**config.mk**
```make
export PLATFORM = sky130hd
export DESIGN_NAME = imgproc_ctrl
export DESIGN_NICKNAME = d
export VERILOG_FILES = /design/src/rtl/imgproc_ctrl.sv
export SDC_FILE = /design/constraint.sdc
export NUM_CORES = 1
export LEC_CHECK = 0
export BUFFER_PORTS_ARGS = -buffer_cell sky130_fd_sc_hd__buf_2
export CAP_MARGIN = 20
export CORE_ASPECT_RATIO = 0.6
export CORE_MARGIN = 2
export CORE_UTILIZATION = 40
export CTS_BUF_LIST = sky130_fd_sc_hd__clkbuf_16
export CTS_CLUSTER_SIZE = 25
export DETAILED_ROUTE_END_ITERATION = 8
export MAX_ROUTING_LAYER = met4
export PLACE_DENSITY = 0.59
export SLEW_MARGIN = 20
export SYNTH_ARGS = -nofsm -noshare
export SYNTH_HDL_FRONTEND = slang
export SYNTH_SLANG_ARGS = --single-unit
```
**constraint.sdc**
```tcl
create_clock -name clk -period 2 [get_ports clk]
set_input_delay 0.4 -clock clk [delete_from_list [all_inputs] [get_ports clk]]
set_output_delay 0.4 -clock clk [all_outputs]
set_load 0.02 [all_outputs]
```
**src/rtl/imgproc_ctrl.sv**
```systemverilog
// Image-processing command controller: decodes host commands into angle/mode
// settings and frame-pass start/abort pulses, counts written pixels and
// signals completion with a one-cycle refresh pulse.
module imgproc_ctrl #(
  parameter int NPIX      = 102400,
  parameter int MAX_ANGLE = 90
) (
  input  logic       clk,
  input  logic       rst_n,
  input  logic [3:0] cmd,
  input  logic [7:0] cmd_data,
  input  logic       cmd_valid,
  output logic       cmd_ack,
  output logic       busy,
  output logic       refresh,
  output logic       error,
  output logic       start,
  output logic       abort,
  output logic [6:0] angle,
  output logic [1:0] mode,
  input  logic       wr_strobe
);

  typedef enum logic [1:0] {
    IDLE = 2'd0,
    RUN  = 2'd1,
    DONE = 2'd2
  } state_t;

  typedef enum logic [3:0] {
    OP_SET_ANGLE = 4'd0,
    OP_SET_MODE  = 4'd1,
    OP_START     = 4'd2,
    OP_ABORT     = 4'd3,
    OP_CLR_ERR   = 4'd4
  } opcode_t;

  localparam logic [16:0] LAST_PIX  = 17'(NPIX - 1);
  localparam logic [7:0]  MAX_ANG_B = 8'(MAX_ANGLE);

  state_t      state;
  logic        armed;
  logic [16:0] count;

  logic accept;
  logic in_run;
  logic complete;
  logic err_set;
  logic err_clr;

  // Decode the sampled command and the error set/clear conditions for this edge.
  always_comb begin
    // NOTE: every signal gets a default before any branch so no latch is inferred.
    accept   = cmd_valid && armed;
    in_run   = (state == RUN);
    complete = in_run && wr_strobe && (count == LAST_PIX);
    err_set  = wr_strobe && !in_run;
    err_clr  = 1'b0;
    if (accept) begin
      case (cmd)
        OP_SET_ANGLE: if (in_run || cmd_data > MAX_ANG_B) err_set = 1'b1;
        OP_SET_MODE:  if (in_run || cmd_data[7:2] != 6'd0) err_set = 1'b1;
        OP_START:     if (state != IDLE) err_set = 1'b1;
        OP_ABORT:     begin end
        OP_CLR_ERR: begin
          if (in_run) err_set = 1'b1;
          else        err_clr = 1'b1;
        end
        default:      err_set = 1'b1;
      endcase
    end
  end

  // Control FSM, arming, pixel counter and all registered outputs.
  always_ff @(posedge clk or negedge rst_n) begin
    // NOTE: sequential state uses non-blocking assignments so every register
    // samples pre-edge values regardless of statement order.
    if (!rst_n) begin
      state   <= IDLE;
      armed   <= 1'b1;
      count   <= '0;
      cmd_ack <= 1'b0;
      busy    <= 1'b0;
      refresh <= 1'b0;
      error   <= 1'b0;
      start   <= 1'b0;
      abort   <= 1'b0;
      angle   <= '0;
      mode    <= '0;
    end else begin
      cmd_ack <= accept;
      start   <= 1'b0;
      abort   <= 1'b0;
      refresh <= 1'b0;

      // A held request executes once; re-arm only after cmd_valid drops.
      if (accept)          armed <= 1'b0;
      else if (!cmd_valid) armed <= 1'b1;

      // Set beats clear when both happen on the same edge.
      if (err_set)      error <= 1'b1;
      else if (err_clr) error <= 1'b0;

      // Datapath settings are frozen while a pass runs.
      if (accept && !in_run && cmd == OP_SET_ANGLE && cmd_data <= MAX_ANG_B)
        angle <= cmd_data[6:0];
      if (accept && !in_run && cmd == OP_SET_MODE && cmd_data[7:2] == 6'd0)
        mode <= cmd_data[1:0];

      case (state)
        IDLE: begin
          busy <= 1'b0;
          if (accept && cmd == OP_START) begin
            state <= RUN;
            start <= 1'b1;
            busy  <= 1'b1;
            count <= '0;
          end
        end
        RUN: begin
          // Completion takes priority over an ABORT sampled on the same edge.
          if (complete) begin
            state   <= DONE;
            busy    <= 1'b0;
            refresh <= 1'b1;
            count   <= count + 17'd1;
          end else if (accept && cmd == OP_ABORT) begin
            state <= IDLE;
            busy  <= 1'b0;
            abort <= 1'b1;
            count <= '0;
          end else if (wr_strobe) begin
            count <= count + 17'd1;
          end
        end
        DONE: begin
          state <= IDLE;
          busy  <= 1'b0;
        end
        default: begin
          state <= IDLE;
          busy  <= 1'b0;
        end
      endcase
    end
  end

endmodule

```
==> results_tabular.tex <==
\begin{tabular}{lr}
\hline
Metric & Value \\
\hline
\multicolumn{2}{l}{\textbf{Run status}} \\
\quad Status & completed \\
\multicolumn{2}{l}{\textbf{GRT}} \\
\quad First-pass GRT wire length & around 7.8 mm \\
\quad Tot GR Track Use & 0.201 \\
\quad Antenna violations before repair & 0 \\
\quad Sum of overflow across all layers after global routing & 0 \\
\quad Number of global-route vias before repair & between 1,500 and 2,000 \\
\quad Pin count of the biggest net entering global routing & 36 \\
\multicolumn{2}{l}{\textbf{STA}} \\
\quad RSZ-0062 raised after global routing & no \\
\quad Pin slew with the least headroom to its limit & about 0.75 ns \\
\quad Clock period minus worst slack & roughly 1.9 ns \\
\quad Share of the clock period used by the worst path after layout & 0.955 \\
\quad Hold Vio Cnt, Final & 0 \\
\quad Total Neg Setup Slack & 0 ns \\
\quad Post-route worst hold slack & $\sim$0.2 ns \\
\quad Final max-slew violation count & 0 \\
\quad Highest Clock Rate & between 500 and 600 MHz \\
\quad Clk\_skew & just under 0.003 ns \\
\quad Worst rel slew slack & 0.497 \\
\quad Final setup violation count & 0 \\
\multicolumn{2}{l}{\textbf{Layout}} \\
\quad Growth of design area from synthesis to finish & 34.1\% \\
\quad Post-route core utilization & 0.576 \\
\quad Post-layout instance area & 2440 um\^{}2 \\
\quad Final net count & approximately 270 \\
\quad Post-layout instance count excluding filler cells & around 310 \\
\quad Count of antenna diodes in the layout & 0 \\
\quad Proportion of layout cells with a drive suffix above 1 & 0.353 \\
\multicolumn{2}{l}{\textbf{Routing}} \\
\quad DR top layer & met4 \\
\quad Met3 wire len & 357 um \\
\quad Number of antenna-violating nets in the routed design & 0 \\
\quad Detailed Routing Iterations Pass 1 & 5 \\
\quad Drt via density & $\sim$5.3 \\
\quad Routed wire length & roughly 4.6 mm \\
\quad Vias & 1,648 \\
\quad Routed length per placed instance & 15.0 um \\
\quad WL met2 & about 1.9 mm \\
\quad Routed met1 length & 2.33 mm \\
\quad DR iter-0 viols & $\sim$150 \\
\quad Remaining DRCs & 0 \\
\multicolumn{2}{l}{\textbf{Logic synthesis}} \\
\quad Avg Cell Area, Syn & between 9 and 10 um\^{}2 \\
\quad Sequential cell area fraction in the yosys report & 0.482 \\
\quad Number of flops mapped to enable cells by yosys & 0 \\
\quad Share of async-settable or async-resettable flops after synthesis & 1.00 \\
\quad Leading register cell type out of synthesis & dfrtp\_1 \\
\quad Distinct cell type count of the synthesized netlist & 48 \\
\quad Count of yosys warnings during synthesis & 0 \\
\quad Synthesized instance count & about 180 \\
\quad Syn Std Cell Area & around 1800 um\^{}2 \\
\quad Number of synthesized register bits & 35 \\
\quad Synthesized Nets & between 150 and 200 \\
\multicolumn{2}{l}{\textbf{Floorplanning}} \\
\quad Floorplan die area & a little over 5000 um\^{}2 \\
\quad Starting density of the core & 0.429 \\
\quad Number of standard-cell rows in the floorplan & 18 \\
\quad Width of the die & between 90 and 100 um \\
\quad Overall die height & roughly 56 um \\
\quad Top-level I/O count & 31 \\
\quad Core Area & about 4200 um\^{}2 \\
\multicolumn{2}{l}{\textbf{Critical path}} \\
\quad Worst path required time & $\sim$2.2 ns \\
\quad CP endpoint kind & flip-flop \\
\quad Worst Reg-to-Reg Cells & 5 \\
\quad Reg-to-reg endpoint & count[12]\$\_DFFE\_PN0P\_ \\
\quad Critical setup path kind & reg -> reg \\
\quad Worst r2r src & state[1]\$\_DFFE\_PN0P\_ \\
\quad Critical Path Fanout Max & 6 \\
\quad Startpoint Class & flip-flop \\
\quad Worst-case register-to-register setup slack & approximately 0.09 ns \\
\quad Critical path data arrival time & just over 2 ns \\
\multicolumn{2}{l}{\textbf{Clock network}} \\
\quad Total setup buffers inserted after CTS & 0 \\
\quad Number of CTS-inserted buffers & 5 \\
\quad Clock net sink count & 35 \\
\quad TritonCTS clock tree & done \\
\quad CTS Buffer Depth & 2 \\
\quad Reg clk slew, reported paths & around 0.05 ns \\
\quad Clock tree root buffer cell & clkbuf\_16 \\
\quad Insertion delay to the later sink of the worst-skew pair & $\sim$0.27 ns \\
\quad Number of buffers inserted for hold repair after clock tree synthesis & 0 \\
\quad Number of levels the H-tree was split into & 2 \\
\multicolumn{2}{l}{\textbf{Place}} \\
\quad Number of placed instances, taps included & $\sim$300 \\
\quad Final HPWL from detailed placement & approximately 3.5 mm \\
\quad Placed Area & between 2000 and 2500 um\^{}2 \\
\quad Final weighted congestion in routability-driven placement & just over 0.9 \\
\quad Port Buffers & 30 \\
\multicolumn{2}{l}{\textbf{Pwr}} \\
\quad Power density relative to cell area & $\sim$800 nW/um\^{}2 \\
\quad Maximum VDD drop & just over 400 uV \\
\quad P\_leak & 0.00120 uW \\
\multicolumn{2}{l}{\textbf{Run}} \\
\quad Max\_cap viols & 0 \\
\multicolumn{2}{l}{\textbf{Worst hold path}} \\
\quad HP Class & in -> async \\
\hline
\end{tabular}
[power by group]
part	internal, uW	switching, uW
sequential	770	31.9
combinational	190	242
clock	449	273
[layer usage]
| layer | up-vias | track usage |
|---|---|---|
| met5 | - | - |
| met4 | 0 | 0.0563 |
| met3 | 2 | 0.0515 |
| met2 | 63 | 0.259 |
| met1 | 780 | 0.305 |
| li1 | 803 | - |
[logic make-up after synthesis]
kind of cell	share of synthesized area
compound gates	0.145
xor+xnor	0.0289
fa+ha+maj	0.00688
buf+inv	0.0241
flops	0.482
mux	0.0613
simple gates	0.251
[worst max-delay path by stage]
stage	start	end	slack, ns	depth (start not counted)
6_report	state[1]$_DFFE_PN0P_	count[12]$_DFFE_PN0P_	0.09	5
5_1_grt	state[1]$_DFFE_PN0P_	count[12]$_DFFE_PN0P_	0.002	5
4_1_cts	count[0]$_DFFE_PN0P_	count[13]$_DFFE_PN0P_	0.04	7
3_5_place_dp	cmd[0]	count[12]$_DFFE_PN0P_	-0.03	6
3_3_place_gp	cmd[0]	count[12]$_DFFE_PN0P_	0.02	6
2_1_floorplan	count[6]$_DFFE_PN0P_	count[15]$_DFFE_PN0P_	-0.01	6
[synthesized netlist by cell type, types with 2 or more instances]
library cell	n	area (um^2)
xnor2_1	4	35.0
buf_2	2	10.0
nand3b_1	2	15.0
o21ai_0	2	10.0
mux2_2	9	101
xor2_1	2	17.5
a31oi_1	9	56.3
nand2_1	20	75.1
a21o_1	2	15.0
or4b_1	2	20.0
and3_1	6	37.5
and3b_1	2	17.5
clkbuf_1	4	15.0
nand3_1	5	25.0
a41oi_1	2	17.5
dfrtp_1	34	851
inv_1	5	18.8
and4_1	3	26.3
nand2b_1	3	18.8
nand4_1	5	31.3
nand4b_1	2	17.5
nor2_1	17	63.8
and2_1	4	25.0
a21oi_1	5	25.0
nor3_1	5	25.0
nor4b_1	2	17.5
o21ai_1	3	15.0
[worst max-delay path, stage by stage, from the launching register on]
cell	delay, ns
dfrtp_1	0.42
or4b_1	0.52
a21o_1	0.22
a2111oi_2	0.41
xnor2_1	0.17
nor2_1	0.06
[layout make-up]
type	count	area (um^2)
Inverter	5	18.8
Multi-Input combinational cell	136	912
Tap cell	60	75.1
Clock buffer	5	125
Sequential cell	35	877
Timing Repair Buffer	65	417
Clock inverter	3	12.5
Fill cell	388	1800
[through the flow]
step / worst slack (ns) / total power [uW]
floorplan: -0.0110 / 1020
global placement: 0.0237 / 1240
detailed placement: -0.0298 / 1240
CTS: 0.0379 / 1960
global route: 0.00200 / 2070
finish: 0.0899 / 1960
[timing repair]
item	CTS	global route
endpoints found under the hold margin	0	0
resized for setup	0	3
setup endpoints to repair	0	7
[placed cells by master (no fill, tap or decap), drive strengths merged, types with 6 or more instances in the layout]
cell   Yosys  routed
a31oi      9       9
o21ai      6       6
nor2      17      17
buf        2      65
dfrtp     34      34
inv        5       7
mux2       9       9
nand3      6       6
nand2     20      20
and3       6       6
[sequential cells by signal (all words and copies together) (netlist names)]
register,cells
state,2
armed,1
start,1
cmd_ack,1
angle,7
refresh,1
mode,2
error,1
busy,1
count,17
abort,1
No activity file was read; power rests on OpenSTA's default activity.
